===== src/rtl/galaga_pkg.sv =====
// Shared definitions for the Galaga button conditioning slice: button
// indices, per-channel debounce state encoding and o_Move encodings.
package galaga_pkg;

   localparam int NUM_BTN  = 4;
   localparam int BTN_SS   = 0;
   localparam int BTN_L    = 1;
   localparam int BTN_R    = 2;
   localparam int BTN_FIRE = 3;

   typedef enum logic [1:0] {
      REL   = 2'b00,
      P_CHK = 2'b01,
      HELD  = 2'b10,
      R_CHK = 2'b11
   } btn_state_e;

   localparam logic [1:0] MV_NONE = 2'b00;
   localparam logic [1:0] MV_L    = 2'b01;
   localparam logic [1:0] MV_R    = 2'b10;

   // Exactly one direction held selects it; none or both held means no move.
   function automatic logic [1:0] move_enc(input logic left_lvl, input logic right_lvl);
      logic [1:0] mv;
      case ({right_lvl, left_lvl})
         2'b01:   mv = MV_L;
         2'b10:   mv = MV_R;
         default: mv = MV_NONE;
      endcase
      return mv;
   endfunction

endpackage


===== src/rtl/galaga_btn_cond_if.sv =====
// Button bus between the board/test harness and the conditioning block:
// raw buttons in, debounced levels, press pulses and game-facing strobes out.
interface galaga_btn_cond_if;
   import galaga_pkg::*;

   logic [NUM_BTN-1:0] i_Btn;
   logic [NUM_BTN-1:0] o_BtnLevel;
   logic [NUM_BTN-1:0] o_BtnPulse;
   logic               o_fGameStartStop;
   logic [1:0]         o_Move;
   logic               o_fFire;

   modport master (
      output i_Btn,
      input  o_BtnLevel,
      input  o_BtnPulse,
      input  o_fGameStartStop,
      input  o_Move,
      input  o_fFire
   );

   modport slave (
      input  i_Btn,
      output o_BtnLevel,
      output o_BtnPulse,
      output o_fGameStartStop,
      output o_Move,
      output o_fFire
   );

endinterface


===== src/rtl/btn_debounce.sv =====
// One button channel: two-flop synchroniser, press/release qualification
// FSM with a shared stability counter, registered level and press pulse.
module btn_debounce
   import galaga_pkg::*;
#(
   parameter int DEB_CNT = 1_000_000
) (
   input  logic i_Clk,
   input  logic i_Rst,
   input  logic i_Btn,
   output logic o_Level,
   output logic o_Pulse,
   output logic o_Held
);

   localparam int             CW       = $clog2(DEB_CNT);
   localparam logic [CW-1:0]  CNT_LAST = CW'(DEB_CNT - 1);

   logic          sync1_q;
   logic          sync2_q;
   btn_state_e    state_q, state_d;
   logic [CW-1:0] cnt_q, cnt_d;
   logic          level_q, level_d;
   logic          pulse_q, pulse_d;

   // Bring the asynchronous button into the clock domain.
   always_ff @(posedge i_Clk) begin
      if (i_Rst) begin
         sync1_q <= 1'b0;
         sync2_q <= 1'b0;
      end else begin
         sync1_q <= i_Btn;
         sync2_q <= sync1_q;
      end
   end

   // Qualify presses and releases; a level change is accepted only after it
   // has been stable for DEB_CNT cycles, otherwise the previous state resumes.
   always_comb begin
      state_d = state_q;
      cnt_d   = cnt_q;
      pulse_d = 1'b0;
      case (state_q)
         REL: begin
            cnt_d = '0;
            if (sync2_q) begin
               state_d = P_CHK;
            end else begin
               state_d = REL;
            end
         end
         P_CHK: begin
            if (!sync2_q) begin
               state_d = REL;
               cnt_d   = '0;
            end else if (cnt_q == CNT_LAST) begin
               state_d = HELD;
               cnt_d   = '0;
               pulse_d = 1'b1;
            end else begin
               cnt_d = cnt_q + CW'(1);
            end
         end
         HELD: begin
            cnt_d = '0;
            if (!sync2_q) begin
               state_d = R_CHK;
            end else begin
               state_d = HELD;
            end
         end
         R_CHK: begin
            if (sync2_q) begin
               state_d = HELD;
               cnt_d   = '0;
            end else if (cnt_q == CNT_LAST) begin
               state_d = REL;
               cnt_d   = '0;
            end else begin
               cnt_d = cnt_q + CW'(1);
            end
         end
         default: begin
            state_d = REL;
            cnt_d   = '0;
         end
      endcase
      level_d = (state_d == HELD) || (state_d == R_CHK);
   end

   // State, counter and registered outputs.
   always_ff @(posedge i_Clk) begin
      if (i_Rst) begin
         state_q <= REL;
         cnt_q   <= '0;
         level_q <= 1'b0;
         pulse_q <= 1'b0;
      end else begin
         state_q <= state_d;
         cnt_q   <= cnt_d;
         level_q <= level_d;
         pulse_q <= pulse_d;
      end
   end

   assign o_Level = level_q;
   assign o_Pulse = pulse_q;
   assign o_Held  = (state_q == HELD);

endmodule


===== src/rtl/galaga_btn_cond.sv =====
// Galaga button conditioning top: four debounced channels, movement decode,
// start/stop strobe alias and fire output.
// Optional fire auto-repeat is built when GALAGA_FIRE_RPT_EN is defined.
module galaga_btn_cond
   import galaga_pkg::*;
#(
   parameter int DEB_CNT = 1_000_000,
   parameter int RPT_DLY = 30_000_000,
   parameter int RPT_PER = 10_000_000
) (
   input  logic               i_Clk,
   input  logic               i_Rst,
   galaga_btn_cond_if.slave   btn_if
);

   logic [NUM_BTN-1:0] level_s;
   logic [NUM_BTN-1:0] pulse_s;
   logic [NUM_BTN-1:0] held_s;
   logic [NUM_BTN-1:0] held_unused_s;
   logic               rpt_fire_s;

   for (genvar gi = 0; gi < NUM_BTN; gi++) begin : g_ch
      btn_debounce #(
         .DEB_CNT (DEB_CNT)
      ) u_deb (
         .i_Clk   (i_Clk),
         .i_Rst   (i_Rst),
         .i_Btn   (btn_if.i_Btn[gi]),
         .o_Level (level_s[gi]),
         .o_Pulse (pulse_s[gi]),
         .o_Held  (held_s[gi])
      );
   end

   // Only the fire channel's HELD flag feeds logic, and only with repeat built.
   assign held_unused_s = held_s;

`ifdef GALAGA_FIRE_RPT_EN
   localparam int            RPT_MAX  = (RPT_DLY > RPT_PER) ? RPT_DLY : RPT_PER;
   localparam int            RW       = (RPT_MAX > 1) ? $clog2(RPT_MAX) : 1;
   localparam logic [RW-1:0] DLY_LAST = RW'(RPT_DLY - 1);
   localparam logic [RW-1:0] PER_LAST = RW'(RPT_PER - 1);

   logic [RW-1:0] rpt_cnt_q, rpt_cnt_d;
   logic          rpt_per_q, rpt_per_d;     // 0: initial delay, 1: periodic
   logic          rpt_pulse_q, rpt_pulse_d;

   // Count fire hold time in HELD; leaving HELD rearms the initial delay.
   always_comb begin
      rpt_cnt_d   = rpt_cnt_q;
      rpt_per_d   = rpt_per_q;
      rpt_pulse_d = 1'b0;
      if (held_s[BTN_FIRE]) begin
         if (rpt_cnt_q == (rpt_per_q ? PER_LAST : DLY_LAST)) begin
            rpt_cnt_d   = '0;
            rpt_per_d   = 1'b1;
            rpt_pulse_d = 1'b1;
         end else begin
            rpt_cnt_d = rpt_cnt_q + RW'(1);
         end
      end else begin
         rpt_cnt_d = '0;
         rpt_per_d = 1'b0;
      end
   end

   // Repeat counter, phase and pulse registers.
   always_ff @(posedge i_Clk) begin
      if (i_Rst) begin
         rpt_cnt_q   <= '0;
         rpt_per_q   <= 1'b0;
         rpt_pulse_q <= 1'b0;
      end else begin
         rpt_cnt_q   <= rpt_cnt_d;
         rpt_per_q   <= rpt_per_d;
         rpt_pulse_q <= rpt_pulse_d;
      end
   end

   assign rpt_fire_s = rpt_pulse_q;
`else
   localparam int RPT_UNUSED = RPT_DLY + RPT_PER;
   assign rpt_fire_s = 1'b0;
`endif

   assign btn_if.o_BtnLevel       = level_s;
   assign btn_if.o_BtnPulse       = pulse_s;
   assign btn_if.o_fGameStartStop = pulse_s[BTN_SS];
   assign btn_if.o_Move           = move_enc(level_s[BTN_L], level_s[BTN_R]);
   assign btn_if.o_fFire          = pulse_s[BTN_FIRE] | rpt_fire_s;

endmodule


===== src/flat_wrapper.sv =====
// flat-port wrapper written by rule: the top's interface ports become plain ports
module galaga_btn_cond_flat import galaga_pkg::*;
#(
   parameter int DEB_CNT = 1_000_000,
   parameter int RPT_DLY = 30_000_000,
   parameter int RPT_PER = 10_000_000
)
  (i_Clk, i_Rst, btn_if_i_Btn, btn_if_o_BtnLevel, btn_if_o_BtnPulse, btn_if_o_fGameStartStop, btn_if_o_Move, btn_if_o_fFire);
  galaga_btn_cond_if btn_if_i ();
  input  logic i_Clk;
  input  logic i_Rst;
  input wire logic [$bits(btn_if_i.i_Btn)-1:0] btn_if_i_Btn;
  output wire logic [$bits(btn_if_i.o_BtnLevel)-1:0] btn_if_o_BtnLevel;
  output wire logic [$bits(btn_if_i.o_BtnPulse)-1:0] btn_if_o_BtnPulse;
  output wire logic [$bits(btn_if_i.o_fGameStartStop)-1:0] btn_if_o_fGameStartStop;
  output wire logic [$bits(btn_if_i.o_Move)-1:0] btn_if_o_Move;
  output wire logic [$bits(btn_if_i.o_fFire)-1:0] btn_if_o_fFire;
  assign btn_if_i.i_Btn = btn_if_i_Btn;
  assign btn_if_o_BtnLevel = btn_if_i.o_BtnLevel;
  assign btn_if_o_BtnPulse = btn_if_i.o_BtnPulse;
  assign btn_if_o_fGameStartStop = btn_if_i.o_fGameStartStop;
  assign btn_if_o_Move = btn_if_i.o_Move;
  assign btn_if_o_fFire = btn_if_i.o_fFire;
  galaga_btn_cond #(.DEB_CNT(DEB_CNT), .RPT_DLY(RPT_DLY), .RPT_PER(RPT_PER)) u_core (.i_Clk(i_Clk), .i_Rst(i_Rst), .btn_if(btn_if_i));
endmodule

===== config.mk =====
export PLATFORM = sky130hd
export DESIGN_NAME = galaga_btn_cond_flat
export DESIGN_NICKNAME = d
export VERILOG_FILES = /design/src/rtl/galaga_pkg.sv /design/src/rtl/galaga_btn_cond_if.sv /design/src/rtl/btn_debounce.sv /design/src/rtl/galaga_btn_cond.sv /design/src/flat_wrapper.sv
export SDC_FILE = /design/constraint.sdc
export NUM_CORES = 1
export LEC_CHECK = 0
export ABC_AREA = 1
export BUFFER_PORTS_ARGS = -buffer_cell sky130_fd_sc_hd__buf_2
export CAP_MARGIN = 20
export CELL_PAD_IN_SITES_DETAIL_PLACEMENT = 0
export CELL_PAD_IN_SITES_GLOBAL_PLACEMENT = 2
export CORE_MARGIN = 3
export CORE_UTILIZATION = 32
export DETAILED_ROUTE_END_ITERATION = 10
export GPL_TIMING_DRIVEN = 1
export PLACE_DENSITY_LB_ADDON = 0.1
export SLEW_MARGIN = 20
export SYNTH_ARGS = -nofsm -noshare
export SYNTH_HDL_FRONTEND = slang
export SYNTH_SLANG_ARGS = --single-unit
export TNS_END_PERCENT = 1

===== constraint.sdc =====
create_clock -name i_Clk -period 1.5 [get_ports i_Clk]
set_input_delay 0.075 -clock i_Clk [delete_from_list [all_inputs] [get_ports i_Clk]]
set_output_delay 0.075 -clock i_Clk [all_outputs]
set_load 0.05 [all_outputs]

==> After elaboration in Yosys (flattened, before gate mapping) <==
Index checks and enable logic that the tools add are counted.
Widths: inputs -> output; s select.
{ "totals": {"ff_bits": 104, "inputBits": 6} }
{ "op_classes": {"n_addsub": 4, "n_eq_ne": 26, "n_mux": 49, "n_bitwise": 8, "n_reduce_logical": 16} }
{ "op_table": {"columns": ["op", "n"], "rows": [
  ["$mux 20", 12],
  ["$pmux 20 s3", 4],
  ["$add 20x1->20 const B", 4],
  ["$eq 20x20->1 const B", 4],
  ["$eq 2x2->1 const B", 17],
  ["$mux 2", 16],
  ["$pmux 2 s4", 4],
  ["$mux 1", 12],
  ["$reduce_or 3->1", 4],
  ["$eq 2x1->1 const B", 5],
  ["$logic_not 2->1", 4],
  ["$not 1->1", 8],
  ["$reduce_or 2->1", 4],
  ["$logic_or 1x1->1", 4],
  ["$pmux 2 s2", 1]
]} }

==> Logic depth before layout (Yosys ltp) <==
{ "depth": {"depth_word": 6, "mapped_depth": 10} }

==> Modules after synthesis <==
From an unflattened synthesis, not the netlist that was laid out.
{ "unflattened": {"cells_unflattened": 732, "hier_area_um2": 5347.6} }
{ "modules_own_cells": {"columns": ["mod", "n_inst", "cells_each", "area_each_um2", "seq_area_each_um2"], "rows": [
  ["btn_debounce at u_core.g_ch[0].u_deb ...", 3, 181, 1317.5, 520.5],
  ["btn_debounce at u_core.g_ch[3].u_deb", 1, 183, 1365.1, 520.5],
  ["galaga_btn_cond", 1, 6, 30.0, 0.0]
]} }

==> Worst setup path after synthesis <==
No wires, ideal clock.
{ "synth_path": {"kind": "register to register", "startpoint": "register u_core.g_ch[1].u_deb.cnt_q[0]", "endpoint": "register u_core.g_ch[1].u_deb.cnt_q[8]", "setup_ns": 0.117, "arrival_ns": 1.342, "required_ns": 1.383, "setup_slack_ns": 0.041, "stages_incl_launch_ff": 10, "n_path_buf": 1, "period_less_slack_ns": 1.459, "path_cell_list": "dfxtp_1 -> ha_1 -> nand3_2 -> nor2_4 -> nand3_2 -> nor2_2 -> nor2_4 -> inv_4 -> buf_12 -> nor2_2"} }
{ "synth_via": {"elab_chain_len": 4, "elab_cells_between_ends": 6, "cone_classes": "1 x add/sub; 1 x eq/ne; 4 x mux"} }
{ "synth_rtl": {"columns": ["item", "line_no", "text"], "rows": [
  ["start, declared", "btn_debounce.sv:22", "logic [CW-1:0] cnt_q, cnt_d;"],
  ["start signal, assigned", "btn_debounce.sv:100", "cnt_q <= cnt_d;"],
  ["$add 20x1->20 / $eq 20x20->1 (equally long branches)", null, null],
  ["$mux 20 *", "btn_debounce.sv:56, btn_debounce.sv:76", null],
  ["$mux 20, on equally long branches", "btn_debounce.sv:73, btn_debounce.sv:53", null],
  ["$pmux 20 s3 *", "btn_debounce.sv:43", "case (state_q)"]
]} }
Mark *: on every way between the ends. The rest lies on a longest branch, timed or not.
A chain may end at the register's enable or synchronous reset.

==> Worst setup path in the final report <==
{ "layout_path": {"startpoint": "register u_core.g_ch[1].u_deb.cnt_q[1]", "endpoint": "register u_core.g_ch[1].u_deb.cnt_q[14]"} }
The elaborated chain is that of the path after synthesis.

==> impl_metrics.tcl <==
set metrics [dict create \
    seq_area_frac_synth 0.416 \
    drv_cap 0 \
    ff2ff_path_depth 9 \
    start_util 0.328 \
    ff_latch_area_um2 2090 \
    antenna_found_initial 0 \
    setup_viol 0 \
    synth_ff_type "dfxtp_1" \
    arrival_ns 1.65 \
    path_class "reg2reg" \
    fp.coreArea_um2 15300 \
    ir_worst_vdd_uv 593 \
    grt_max_degree 18 \
    overflow 0 \
    gp_congestion 0.797 \
    crit_chain "ha_2 > nand3_2 > nor2_4 > nand3_2 > nor2_4 > nor2_4 > buf_4 > nand2_1 > nor2_1" \
    ant_nets 0 \
    wl_per_cell_um 10.7 \
    post-route-drc-count 0 \
    synth_warnings 0 \
    multi_input_area_um2 2550 \
    netlist_area_um2 5010 \
    cp-end-kind "register" \
    post-route-period-util 0.935 \
    synth_cell_type_count 31 \
    drt-total-wl_um 10700 \
    crit_family "simple AND/OR/NAND/NOR gates" \
    viasPerCell 4.24 \
    crit_fanout 4 \
    drive_above_1_share 0.165 \
    cts_buffers 9 \
    synth_edf_count 0 \
    synth_top_area_cell "dfxtp_1" \
    mostFrequentLayoutCells "nand2_1, nor2_1, dfxtp_1, inv_1, nand3_1" \
    final_common_cell "nand2_1" \
    io_buffer_count 17 \
    clk_path_buf_depth 2 \
    power.density_nw_per_um2 863 \
    leakage_nw 2.12 \
    ys_ff_latch 104 \
    min_period_ns 1.40 \
    nNetsFinal 793 \
    clk_latency_ns 0.35 \
    slew_violations 0 \
    crit_buf_inv 1 \
    grt_pass1_wl_um 18500 \
    min_path_cells 2 \
    hpwl_um 8140 \
    die-area_um2 17200 \
    maxSlewHeadroom 0.821 \
    grtUsageTotal 0.130 \
    tightestPinTransition_ns 0.268 \
    dp_cells 977 \
    n_fill_cell 1641 \
    instances_no_fill 999 \
    cp_data_required_time_ns 1.75 \
    postSynthNetCount 737 \
    yosysTopAreaCellShare 0.416 \
    ys_top_cells_by_area "dfxtp_1, nor2_1, nand2_1" \
    fin_worst_skew_ns 0.00665 \
    cp-start-kind "register" \
    status "completed" \
    crit_top_cell "nor2_4" \
    clk_pin_slew_ns 0.07 \
    ios 18 \
    avgSynthCellArea_um2 6.89 \
    hp-class "in2reg" \
    p_total_w 0.00515 \
    antennaDiodeCount 0 \
    cts_root_buf "clkbuf_16" \
    layout_setup_ws_ns 0.0973 \
    dp_slack_ns -0.0917 \
    rsz0062_at_grt "yes" \
    syn_to_final_growth_pct 19.1 \
    max_stage_delay_ns 0.33 \
    cp.depth 9 \
    max_freq_mhz 713 \
    die_w_um 131 \
    synth_cells 727 \
    vias 4234 \
    drtPass1Iterations 4 \
    drtIter0Drc 220 \
    clock_sinks 104 \
    cts-htree-levels 3 \
    grt_pass1_vias 3967 \
    chipHeight_um 131 \
    row_count 45 \
    async_flop_share 0 \
    crit_path_top_delay_cell "dfxtp_1" \
    hold_viol 0 \
    cts_tree "built" \
]
## cell usage after synthesis, types with 4 or more instances
master / n
nand4_1: 11
xor2_1: 31
a21oi_1: 11
buf_4: 10
nand3_1: 50
nor2_4: 4
nor2_2: 19
nor3_1: 12
inv_1: 88
xnor2_1: 8
nor2_1: 176
ha_1: 4
dfxtp_1: 104
nand2_1: 168
## sequential cells by signal, summed over array words and instances (netlist names)
signal                     count
u_core.g_ch.u_deb.cnt_q       80
u_core.g_ch.u_deb.o_Level      4
u_core.g_ch.u_deb.o_Pulse      4
u_core.g_ch.u_deb.state_q      8
u_core.g_ch.u_deb.sync1_q      4
u_core.g_ch.u_deb.sync2_q      4
## final cells by class
type,instances,share of cell area
Clock buffer,11,0.0424
Tap cell,211,0.0443
Multi-Input combinational cell,517,0.427
Inverter,92,0.0587
Clock inverter,5,0.00671
Timing Repair Buffer,59,0.0709
Sequential cell,104,0.350
## repair_timing
item,4_1_cts,5_1_grt
endpoints found under the setup margin,16,83
hold endpoints to repair,4,0
resized for setup,2,30
pin swaps,1,2
setup buffers,2,0
hold buffers,4,0
## logic make-up (layout without fill, tap and decap cells)
logic type,Yosys count,after routing,share of synthesized area
adders and majority gates,4,4,0.00999
xor gates and xnor gates,39,39,0.0682
AOI/OAI and AO/OA,21,21,0.0272
and+or+nand+nor,453,453,0.385
DFF,104,104,0.416
buffers and inverters,106,167,0.0939
## worst paths after layout
check	startpoint	end	slack (ns)
min reg2reg	u_core.g_ch[2].u_deb.sync1_q	u_core.g_ch[2].u_deb.sync2_q	0.40
min	i_Rst	u_core.g_ch[3].u_deb.sync2_q	0.06
max	u_core.g_ch[1].u_deb.cnt_q[1]	u_core.g_ch[1].u_deb.cnt_q[14]	0.1
max reg2reg	u_core.g_ch[1].u_deb.cnt_q[1]	u_core.g_ch[1].u_deb.cnt_q[14]	0.1
## metal layers
| metal | part of all wire | global-route usage | wire length (um) |
|---|---|---|---|
| met5 | 0 | 0 | 0 |
| met4 | 0.012 | 0.0356 | 127 |
| met3 | 0.024 | 0.0379 | 252 |
| met1 | 0.51 | 0.171 | 5440 |
| met2 | 0.45 | 0.209 | 4840 |
## per-stage QoR
step | instance area, um2 | util | hold slack, ns | setup TNS, ns
after floorplan | 5010 | - | 0.182 | 0
after global placement | 5520 | 0.362 | 0.292 | -0.289
after detailed placement | 5520 | 0.362 | 0.300 | -0.795
after CTS | 5870 | 0.385 | 0.0470 | 0
after global routing | 5960 | 0.391 | 0.0612 | -0.171
final | 5960 | 0.391 | 0.0617 | 0
## power by group
group | switching, W | internal (W)
logic | 0.0000309 | 0.0000250
clock network | 0.00109 | 0.00123
registers | 0.00000660 | 0.00277
total | 0.00112 | 0.00402
(Power assumes the default switching activity.)
